==> src/rtl/vmx_pkg.sv <==
// Shared definitions for the VMX processing-element array: lane modes and
// the default width of the weight-select countdown.
package vmx_pkg;

  typedef enum logic {
    MODE_FULL  = 1'b0,
    MODE_SIMD2 = 1'b1
  } vmx_mode_e;

  localparam int VMX_SEL_W  = 8;
  localparam int VMX_DATA_W = 16;

endpackage

==> src/rtl/vmx_karatsuba_mul.sv <==
// Karatsuba partial-product stage: registers low/high/mid for one operand
// pair and exposes the cross term trim = mid - high - low to the next stage.
module vmx_karatsuba_mul #(
  parameter int DATA_W = 16
) (
  input  logic              clk,
  input  logic              rst_n,
  input  logic              en,
  input  logic [DATA_W-1:0] a,
  input  logic [DATA_W-1:0] b,
  output logic [DATA_W-1:0] low,
  output logic [DATA_W-1:0] high,
  output logic [DATA_W:0]   trim
);

  localparam int H = DATA_W / 2;

  logic [H-1:0]      al, ah, bl, bh;
  logic [H:0]        a_sum, b_sum;
  logic [DATA_W+1:0] mid_q;
  logic [DATA_W+1:0] trim_full;
  logic              trim_unused;

  assign al    = a[H-1:0];
  assign ah    = a[DATA_W-1:H];
  assign bl    = b[H-1:0];
  assign bh    = b[DATA_W-1:H];
  assign a_sum = {1'b0, ah} + {1'b0, al};
  assign b_sum = {1'b0, bh} + {1'b0, bl};

  always_ff @(posedge clk or negedge rst_n) begin
    if (!rst_n) begin
      low   <= '0;
      high  <= '0;
      mid_q <= '0;
    end else if (en) begin
      low   <= {{H{1'b0}}, al} * {{H{1'b0}}, bl};
      high  <= {{H{1'b0}}, ah} * {{H{1'b0}}, bh};
      mid_q <= {{(H+1){1'b0}}, a_sum} * {{(H+1){1'b0}}, b_sum};
    end
  end

  // ah*bl + al*bh always fits in DATA_W+1 bits, so the top bit is always zero.
  assign trim_full   = mid_q - {2'b00, high} - {2'b00, low};
  assign trim        = trim_full[DATA_W:0];
  assign trim_unused = trim_full[DATA_W+1];

endmodule

==> src/rtl/vmx_pe_karatsuba_pipe.sv <==
// Systolic PE: forwards operands to the next PE, holds a stationary weight and
// accumulates data*weight onto the upstream partial sum through a 2-stage pipe.
module vmx_pe_karatsuba_pipe
  import vmx_pkg::*;
#(
  parameter int DATA_W = VMX_DATA_W,
  parameter int SEL_W  = VMX_SEL_W
) (
  input  logic                clk,
  input  logic                rst_n,
  input  logic                in_valid,
  input  logic                simd_mode,
  input  logic [SEL_W-1:0]    is_weight,
  input  logic [DATA_W-1:0]   data,
  input  logic [2*DATA_W-1:0] sum_in,
  output logic                valid_pass,
  output logic                simd_mode_pass,
  output logic [SEL_W-1:0]    is_weight_pass,
  output logic [DATA_W-1:0]   data_pass,
  output logic [2*DATA_W-1:0] sum_out,
  output logic                sum_valid,
  output logic                weight_loaded
);

  localparam int H = DATA_W / 2;
  localparam logic [SEL_W-1:0] SEL_CAPTURE = {1'b1, {(SEL_W-1){1'b0}}};
  localparam logic [SEL_W-1:0] SEL_ONE     = {{(SEL_W-1){1'b0}}, 1'b1};

  logic [DATA_W-1:0]   weight_q;
  logic                capture;
  logic                s1_valid;
  vmx_mode_e           s1_mode;
  logic [2*DATA_W-1:0] s1_sum;
  logic [DATA_W-1:0]   prod_low, prod_high;
  logic [DATA_W:0]     prod_trim;
  logic [2*DATA_W-1:0] trim_wide;
  logic [2*DATA_W-1:0] full_sum;
  logic [DATA_W-1:0]   lane_lo, lane_hi;
  logic [2*DATA_W-1:0] sum_next;

  assign capture = in_valid && (is_weight == SEL_CAPTURE);

  // Countdown reaches the PE holding SEL_CAPTURE; the decrement hands the
  // next PE a value whose MSB is clear, so exactly one PE captures per load.
  always_ff @(posedge clk or negedge rst_n) begin
    if (!rst_n) begin
      valid_pass     <= 1'b0;
      simd_mode_pass <= 1'b0;
      is_weight_pass <= '0;
      data_pass      <= '0;
      weight_q       <= '0;
      weight_loaded  <= 1'b0;
    end else begin
      valid_pass     <= in_valid;
      simd_mode_pass <= simd_mode;
      data_pass      <= data;
      is_weight_pass <= in_valid ? (is_weight - SEL_ONE) : is_weight;
      if (capture) begin
        weight_q      <= data;
        weight_loaded <= 1'b1;
      end
    end
  end

  // The multiplier samples weight_q before a capture updates it.
  vmx_karatsuba_mul #(
    .DATA_W (DATA_W)
  ) u_mul (
    .clk   (clk),
    .rst_n (rst_n),
    .en    (in_valid),
    .a     (data),
    .b     (weight_q),
    .low   (prod_low),
    .high  (prod_high),
    .trim  (prod_trim)
  );

  always_ff @(posedge clk or negedge rst_n) begin
    if (!rst_n) begin
      s1_valid <= 1'b0;
      s1_mode  <= MODE_FULL;
      s1_sum   <= '0;
    end else begin
      s1_valid <= in_valid;
      if (in_valid) begin
        s1_mode <= vmx_mode_e'(simd_mode);
        s1_sum  <= sum_in;
      end
    end
  end

  always_comb begin
    trim_wide = {{(DATA_W-1){1'b0}}, prod_trim};
    full_sum  = {prod_high, prod_low} + (trim_wide << H) + s1_sum;
    lane_lo   = prod_low + s1_sum[DATA_W-1:0];
    lane_hi   = prod_high + s1_sum[2*DATA_W-1:DATA_W];
    sum_next  = (s1_mode == MODE_SIMD2) ? {lane_hi, lane_lo} : full_sum;
  end

  always_ff @(posedge clk or negedge rst_n) begin
    if (!rst_n) begin
      sum_valid <= 1'b0;
      sum_out   <= '0;
    end else begin
      sum_valid <= s1_valid;
      if (s1_valid) sum_out <= sum_next;
    end
  end

endmodule

==> config.mk <==
export PLATFORM = sky130hd
export DESIGN_NAME = vmx_pe_karatsuba_pipe
export DESIGN_NICKNAME = d
export VERILOG_FILES = /design/src/rtl/vmx_pkg.sv /design/src/rtl/vmx_karatsuba_mul.sv /design/src/rtl/vmx_pe_karatsuba_pipe.sv
export SDC_FILE = /design/constraint.sdc
export NUM_CORES = 1
export LEC_CHECK = 0
export CORE_MARGIN = 2
export CORE_UTILIZATION = 45
export DETAILED_ROUTE_END_ITERATION = 8
export PLACE_DENSITY = 0.73
export REMOVE_ABC_BUFFERS = 1
export SKIP_LAST_GASP = 1
export SLEW_MARGIN = 25
export SYNTH_ARGS = -nofsm -noshare
export SYNTH_HDL_FRONTEND = slang
export SYNTH_HIERARCHICAL = 1
export SYNTH_SLANG_ARGS = --single-unit
==> constraint.sdc <==
create_clock -name clk -period 6.7 [get_ports clk]
set_clock_uncertainty 0.05 [all_clocks]
set_input_delay 1.34 -clock clk [delete_from_list [all_inputs] [get_ports clk]]
set_output_delay 1.34 -clock clk [all_outputs]
set_load 0.05 [all_outputs]
== Word level (Yosys, flattened, before mapping) ==
Cells that the tools add are included.
Cells by class
  multiplexer cells: 2
  multipliers: 3
  equality and inequality tests: 1
  reduce and logical (&&, ||, !) cells: 1
  add/subtract/negate cells: 9
Operators with widths (count)
  17-bit by 16-bit subtractor with 17-bit output: 2
  16-bit adder: 2
  32-bit by 25-bit adder with 32-bit output: 1
  32-bit adder: 1
  8-bit by 8-bit multiplier with 16-bit output: 2
  32-bit two-way mux: 1
  8-bit by 8-bit adder with 9-bit output: 2
  9-bit by 9-bit multiplier with 17-bit output: 1
  8-bit equality test (second input constant): 1
  8-bit two-way mux: 1
  8-bit by 1-bit subtractor with 8-bit output (second input constant): 1
  1-bit logical AND: 1
Storage, ports and cells
  flip-flop bits (word level): 158
  word-level logic and storage cells: 29
  output and inout port bits: 60
  input bits: 60

== Longest topological paths before layout ==
Gate-level depths: netlist of the first run.
  depth in word-level cells: 5
  gate-level depth with buffers: 25
  depth with buffers taken out: 25

== By module ==
Netlist of the first run, hierarchy kept.
Modules (own cells, without submodules)
  vmx_karatsuba_mul: cells each 1191, area each 10400.0 um^2, sequential area each 1226.2 um^2, times used 1
  vmx_pe_karatsuba_pipe: cells each 751, area each 7632.3 um^2, sequential area each 2727.6 um^2, times used 1

== Worst setup path before layout of the first run ==
Ideal clock, no wire load.
  path type: input-to-reg
  start: in data[1]
  end: reg u_mul.mid_q[16]
  arrival time: 6634 ps
  library setup time: 124 ps
  buffers on the path: 0
  cell stages on the path: 21
  path slack: -108 ps
  data required time: 6526 ps
  cells stage by stage: ha_1 -> a21o_1 -> a21oi_2 -> o21bai_1 -> a2111oi_2 -> nor4_1 -> or3b_2 -> fa_1 -> inv_1 -> fa_1 -> inv_1 -> fa_1 -> fa_1 -> inv_1 -> ha_1 -> o21a_1 -> o31a_1 -> o2111ai_1 -> and3_1 -> a2111oi_4 -> a211o_1
Between the ends
  cells in the longest elaborated chain, start to end: 2
RTL lines
  start, declared: line vmx_pe_karatsuba_pipe.sv:14  | input logic [DATA_W-1:0] data,
  8-bit by 8-bit adder with 9-bit output: line vmx_karatsuba_mul.sv:28  | assign a_sum = {1'b0, ah} + {1'b0, al};
  9-bit by 9-bit multiplier with 17-bit output: line vmx_karatsuba_mul.sv:39  | mid_q <= {{(H+1){1'b0}}, a_sum} * {{(H+1){1'b0}}, b_sum};
  end signal, assigned: line vmx_karatsuba_mul.sv:39
  end, declared: line vmx_karatsuba_mul.sv:20  | logic [DATA_W+1:0] mid_q;
No other way between the ends.
A chain may end at the register's enable or synchronous reset.

== Final worst setup path of the first run ==
  start: in data[8]
  end: reg u_mul.mid_q[16]
Same word-level chain as after synthesis.

==> results.py, run 1 <==
metrics = {
    "worst_setup_path": {
        "startpoint_type": "input port",
        "worstPathMaxFanout": 3,
        "r2r_start": "weight_q[9]$_DFFE_PN0P_",
        "critPathCaptureType": "flop",
        "crit_arrival_ns": 6.87,
        "required_ns": 6.99,
        "worstSetupStartpoint": "data[8]",
        "setup.worst_path.class": "in2reg",
    },
    "power_and_ir_drop": {
        "power_frac_clock_pct": 13.0,
        "max-vdd-ir-drop_mv": 0.340,
        "pwr-share-comb_pct": 72.2,
        "p_int_mw": 4.37,
        "leakage_nw": 10.3,
        "pwr_density_cell_mw_per_mm2": 404,
        "p_sw_share_pct": 49.1,
        "power_switching_mw": 4.22,
        "p_seq_share_pct": 14.8,
        "power.total_mw": 8.59,
    },
    "placement": {
        "port_buffers": 119,
        "finalWeightedCongestion": 0.932,
        "dp.cells": 2634,
        "place_area_mm2": 0.0204,
        "dp_hpwl_um": 36800,
    },
    "global_route": {
        "gr-usage-met1_pct": 30.1,
        "grt_max_degree": 91,
        "grt_antenna_before_repair": 0,
        "grt_pass1_vias": 15000,
        "grt_pass1_wl_um": 76100,
        "gr-usage-met2_pct": 38.7,
        "gr-total-overflow": 0,
        "gr-max-usage-layer": "met2",
        "grtUsageMet3_pct": 2.60,
        "grt_use_total_pct": 23.1,
    },
    "detailed_routing": {
        "wl_per_cell_um": 17.4,
        "num_vias": 14500,
        "remaining_drc_errors": 0,
        "drt_pass1_iterations": 7,
        "avgViaCountPerCell": 5.42,
        "drtIter0Drc": 866,
        "postRouteAntennaNets": 0,
        "drt-total-wl_um": 46500,
    },
    "clock_network": {
        "cts-root-buf": "clkbuf_16",
        "cts_buffer_depth": 2,
        "clk_latency_ns": 0.46,
        "htreeDepth": 4,
        "ctsHoldBuffers": 0,
        "cts_buffers": 17,
        "path_clk_slew_ns": 0.06,
        "tritoncts": "done",
        "clock-sinks": 158,
    },
    "timing": {
        "layout_min_cycle_time_ns": 6.58,
        "min_period_over_period_pct": 98.2,
        "tightest_slew_ns": 1.02,
        "max_slew_margin_pct": 31.6,
        "setup_viol": 0,
        "hold_viol": 0,
        "slew_viol_final": 0,
        "hold_slack_ns": 0.416,
        "fmax_mhz": 152,
        "rsz0062_at_grt": "false",
        "fin_setup_tns_ns": 0,
    },
    "final_layout": {
        "seqCellArea_mm2": 0.00396,
        "antennaDiodeCount": 0,
        "layout_commonest_cell": "inv_1",
        "final_nets": 2574,
        "layout_common_cells": "272 x inv_1, 199 x ha_1, 170 x fa_1",
        "fillers": 3536,
        "final_cells": 2678,
        "area_delta_synth_final_pct": 18.0,
        "drive_above_1_share_pct": 11.6,
        "final_area_mm2": 0.0213,
        "multi_input_area_mm2": 0.0130,
    },
    "yosys": {
        "ys_ff_latch": 158,
        "syn_avg_cell_area_um2": 9.29,
        "ys_types": 82,
        "synth_flop_cell": "dfrtp_1",
        "synth_edf_count": 0,
        "yosysWarnings": 6,
        "async_reset_ff_share_pct": 100,
        "ys_seq_area_share_pct": 21.9,
        "netlist_instances": 1942,
        "synthesis.area_mm2": 0.0180,
    },
    "min_path": {
        "hp-class": "reg2reg",
        "hp-start": "weight_loaded$_DFFE_PN0P_",
    },
    "floorplan": {
        "core-area_mm2": 0.0396,
        "start_util_pct": 45.5,
        "die_h_um": 204,
        "io_pins": 120,
        "dieArea_mm2": 0.0417,
        "die_w_um": 204,
        "num_rows": 73,
    },
    "status": {
        "outcome": "finished, final reports clean",
    },
    "job": {
        "cap_violations": 0,
    },
}
-- path summary, 6_finish.rpt --
path	end	slack (ns)	depth (start not counted)
min	weight_loaded$_DFFE_PN0P_	0.42	1
min in group asynchronous	weight_q[0]$_DFFE_PN0P_	0.91	1
min reg2reg	weight_loaded$_DFFE_PN0P_	0.42	1
max reg2reg	u_mul/mid_q[16]$_DFFE_PN0P_	0.33	21
max in group asynchronous	sum_out[23]$_DFFE_PN0P_	4.24	2
max	u_mul/mid_q[16]$_DFFE_PN0P_	0.12	24
-- critical path, cell delays in order --
cell and delay, ns:
dlymetal6s2s_1 0.13, buf_6 0.13, ha_2 0.19, a21o_1 0.19, a21oi_2 0.18, o21bai_2 0.11
a2111oi_4 0.42, nor4_2 0.11, buf_4 0.15, or3_4 0.36, fa_1 0.50, inv_1 0.05
fa_1 0.48, fa_1 0.51, inv_1 0.05, fa_1 0.49, inv_2 0.05, ha_4 0.26
o21a_1 0.13, o31a_1 0.18, o2111ai_2 0.16, and3_4 0.22, o2111a_1 0.24, a211o_1 0.22
-- power groups by stage --
stage | logic (mW) | clock network (mW) | registers, mW
after floorplan | 4.27 | 0 | 1.56
after global placement | 5.94 | 0 | 1.29
after detailed placement | 6.04 | 0 | 1.29
after CTS | 6.10 | 1.14 | 1.27
after global routing | 6.84 | 1.17 | 1.30
final | 6.20 | 1.12 | 1.27
-- synthesized netlist by cell type, drive strengths merged (29+ instances only) --
cell	count	area [µm²]
fa	170	3400
nand2	155	582
dfrtp	158	3950
xnor2	60	526
a21oi	94	478
o21ai	84	424
o21a	29	218
ha	204	2550
mux2	57	642
nor3	51	260
clkbuf	32	121
inv	273	1020
xor2	32	280
nor2	108	405
and2	70	438
-- cells by family after synthesis --
family                     after synthesis  synth area share, %
and+or+nand+nor                        544                 15.1
AOI/OAI and AO/OA                      389                 14.4
adders and majority gates              374                 33.0
buffers and inverters                  314                 6.72
DFF                                    158                 21.9
xor gates and xnor gates                92                 4.47
muxes                                   71                 4.34
-- through the flow --
stage / setup slack (ns) / util, %
6_report: 0.123 / 53.7
5_1_grt: 0.00287 / 53.7
4_1_cts: 0.0158 / 53.4
3_5_place_dp: -0.860 / 51.4
3_3_place_gp: -0.807 / 51.4
2_1_floorplan: -0.120 / -
-- sequential cells by signal, summed over array words and instances (netlist names) --
register and count:
s1_sum 32, sum_out 32, weight_q 16, weight_loaded 1, s1_valid 1, u_mul/low 16, simd_mode_pass 1, u_mul/high 16
data_pass 16, u_mul/mid_q 17, s1_mode 1, is_weight_pass 8, sum_valid 1
-- area by class of cell --
cell class                      instances  share of cell area (%)
Multi-Input combinational cell       1470                    61.3
Sequential cell                       158                    18.6
Timing Repair Buffer                  220                    9.12
Inverter                              273                    4.82
Tap cell                              525                    3.09
Clock buffer                           23                    2.25
Clock inverter                          9                   0.847
-- metal layers --
layer / vias up / wire length, µm
met2: 321 / 22100
met5: - / 0
met3: 75 / 1540
met1: 7121 / 21100
li1: 7004 / -
met4: 0 / 1710
-- repair_timing --
| action | in CTS | in global routing |
|---|---|---|
| setup buffers | 8 | 4 |
| pin swaps | 12 | 18 |
| endpoints found under the setup margin | 8 | 8 |
| gates resized for setup | 18 | 26 |
Note: power is estimated with default switching activity, not from simulation.
==> run 2: changes to the inputs <==
--- a/config.mk
+++ b/config.mk
@@ -8,7 +8,6 @@
 export CORE_MARGIN = 2
 export CORE_UTILIZATION = 45
 export DETAILED_ROUTE_END_ITERATION = 8
-export PLACE_DENSITY = 0.73
 export REMOVE_ABC_BUFFERS = 1
 export SKIP_LAST_GASP = 1
 export SLEW_MARGIN = 25
==> constraint.sdc (replaced) <==
create_clock -name clk -period 8.2 [get_ports clk]
set_clock_uncertainty 0.05 [all_clocks]
set_input_delay 1.64 -clock clk [delete_from_list [all_inputs] [get_ports clk]]
set_output_delay 1.64 -clock clk [all_outputs]
set_load 0.05 [all_outputs]
==> run 2 against run 1 <==
Against the previous run:
- register-to-register slack better by 1.3 ns
- final cell count is 2.9% lower
- via count is 3.7% lower
- sequential power is 18% lower
- first-iteration DRC count is 14% lower
- design area is 4.0% lower
- critical path depth is 2 lower
- clock power is 30% lower
- worst hold slack better by 0.015 ns
- non-clock buffer count is 78 lower
- die area stayed put
- count of clock-buffer cells in the layout is 6 lower
- largest cell class unchanged
==> results.py, run 2 (synthesis gave the netlist of run 1 again) <==
metrics = {
    "floorplan": {
        "num_rows": 73,
        "start_util_pct": 45.5,
        "core-area_mm2": 0.0396,
        "die_h_um": 204,
        "dieArea_mm2": 0.0417,
        "die_w_um": 204,
        "io_pins": 120,
    },
    "final_layout": {
        "drive_above_1_share_pct": 7.18,
        "final_cells": 2600,
        "area_delta_synth_final_pct": 13.3,
        "fillers": 3774,
        "layout_common_cells": "273 x inv_1, 204 x ha_1, 170 x fa_1",
        "final_nets": 2496,
        "antennaDiodeCount": 0,
        "reg_top3": "s1_sum (32), sum_out (32), u_mul/mid_q (17)",
        "layout_commonest_cell": "inv_1",
    },
    "min_path": {
        "hp-start": "weight_loaded$_DFFE_PN0P_",
        "holdPathEnd": "weight_loaded$_DFFE_PN0P_",
        "hp-class": "reg2reg",
        "hold_path_depth": 1,
    },
    "clock_network": {
        "ctsHoldBuffers": 0,
        "tritoncts": "done",
        "clk_latency_ns": 0.48,
        "cts_buffer_depth": 2,
        "cts_buffers": 17,
        "cts_setup_buffers": 0,
        "htreeDepth": 4,
        "clock-sinks": 158,
        "cts_resized": 0,
        "cts-root-buf": "clkbuf_16",
        "path_clk_slew_ns": 0.08,
    },
    "job": {
        "cap_violations": 0,
    },
    "power_and_ir_drop": {
        "leakage_nw": 9.76,
        "max-vdd-ir-drop_mv": 0.315,
        "pwr_density_cell_mw_per_mm2": 330,
        "power.total_mw": 6.75,
    },
    "timing": {
        "rsz0062_at_grt": "false",
        "hold_slack_ns": 0.431,
        "setup_viol": 0,
        "fmax_mhz": 130,
        "layout_min_cycle_time_ns": 7.70,
        "min_period_over_period_pct": 93.9,
        "max_slew_margin_pct": 29.2,
        "tightest_slew_ns": 1.05,
        "slew_viol_final": 0,
        "hold_viol": 0,
    },
    "worst_setup_path": {
        "r2r_slack_ns": 1.67,
        "r2r_cells": 22,
        "crit_arrival_ns": 8.01,
        "r2r_start": "weight_q[9]$_DFFE_PN0P_",
        "cp_slowest_stage_delay_ns": 0.71,
        "r2r-end": "u_mul/mid_q[16]$_DFFE_PN0P_",
        "worstPathMaxFanout": 11,
        "crit_cells": 22,
        "setup.worst_path.class": "in2reg",
        "cpMostUsedCell": "fa_1",
        "required_ns": 8.51,
        "crit_buf_inv": 4,
        "startpoint_type": "input port",
        "critPathCaptureType": "flop",
        "path_cells": "clkdlybuf4s50_1 -> ha_1 -> a21o_1 -> a21oi_2 -> o21bai_1 -> a2111oi_2 -> nor4_2 -> or3b_2 -> fa_1 -> inv_1 -> fa_1 -> inv_1 -> fa_1 -> fa_1 -> inv_1 -> ha_1 -> o21a_1 -> o31a_1 -> o2111ai_1 -> and3_1 -> a2111oi_4 -> a211o_1",
        "critPathTopFamily": "adder cells",
        "critPathSlowestCell": "clkdlybuf4s50_1",
    },
    "detailed_routing": {
        "drtIter0Drc": 747,
        "remaining_drc_errors": 0,
        "avgViaCountPerCell": 5.38,
        "num_vias": 14000,
        "drt-total-wl_um": 46600,
        "postRouteAntennaNets": 0,
        "drt_pass1_iterations": 5,
        "wl_per_cell_um": 17.9,
    },
    "global_route": {
        "grt_pass1_wl_um": 76900,
        "gr-total-overflow": 0,
        "grt_use_total_pct": 23.7,
        "grt_antenna_before_repair": 0,
        "grt_max_degree": 91,
        "grt_pass1_vias": 14300,
    },
    "placement": {
        "port_buffers": 119,
        "finalWeightedCongestion": 0.896,
        "dp.cells": 2568,
        "dp_hpwl_um": 37400,
    },
    "status": {
        "outcome": "finished, final reports clean",
    },
}
-- run 2: final cells by class --
class / instances / area [µm²] / share of cell area [%]
multi-input combinational: 1470 / 12900 / 63.0
tap: 525 / 657 / 3.22
clock inverter: 15 / 128 / 0.625
timing repair buffer: 142 / 1360 / 6.67
sequential: 158 / 3960 / 19.4
inverter: 273 / 1020 / 5.02
clock buffer: 17 / 425 / 2.08
-- run 2: per-layer routing --
metal	global-route usage [%]	vias to the layer above	routed length, µm
li1	-	6858	-
met3	3.00	35	1410
met1	32.8	6857	22400
met4	6.78	0	947
met2	39.0	235	21900
met5	0	-	0
-- run 2: power breakdown --
| part | leakage (nW) | internal (mW) | switching (mW) | total [mW] |
|---|---|---|---|---|
| Combinational | 7.51 | 2.00 | 2.92 | 4.92 |
| Sequential | 1.97 | 0.922 | 0.119 | 1.04 |
| Clock | 0.279 | 0.398 | 0.390 | 0.788 |
-- run 2: worst reg2reg max path, cell delays in order (launching register included) --
cell       delay [ns]
dfrtp_1          0.59
ha_1             0.31
a21o_1           0.19
a21oi_2          0.17
o21bai_1         0.10
a2111oi_1        0.61
nor4_2           0.11
buf_4            0.20
or3_1            0.38
fa_1             0.52
fa_1             0.56
inv_1            0.06
fa_1             0.52
inv_1            0.05
fa_1             0.53
inv_1            0.04
ha_1             0.32
o21a_1           0.14
o31a_1           0.18
o2111ai_1        0.13
and3_1           0.21
o2111a_1         0.25
a211o_1          0.21
-- run 2: how the worst max path moves through the flow --
stage | slack, ns | end | startpoint
floorplan | 1.08 | u_mul/mid_q[16]$_DFFE_PN0P_ | data[1]
global placement | 0.06 | u_mul/mid_q[16]$_DFFE_PN0P_ | data[1]
detailed placement | -0.01 | u_mul/mid_q[16]$_DFFE_PN0P_ | data[1]
CTS | 0.51 | u_mul/mid_q[16]$_DFFE_PN0P_ | data[1]
global route | 0.15 | u_mul/mid_q[16]$_DFFE_PN0P_ | data[1]
finish | 0.50 | u_mul/mid_q[16]$_DFFE_PN0P_ | data[1]
-- run 2: stage by stage --
step           area, µm²  setup slack (ns)  utilization (%)   TNS, ns
3_5_place_dp       19900          -0.00993             50.1  -0.00993
4_1_cts            20400             0.506             51.5         0
2_1_floorplan      17800              1.08                -         0
5_1_grt            20400             0.151             51.5         0
3_3_place_gp       19900            0.0596             50.1         0
6_report           20400             0.499             51.5         0
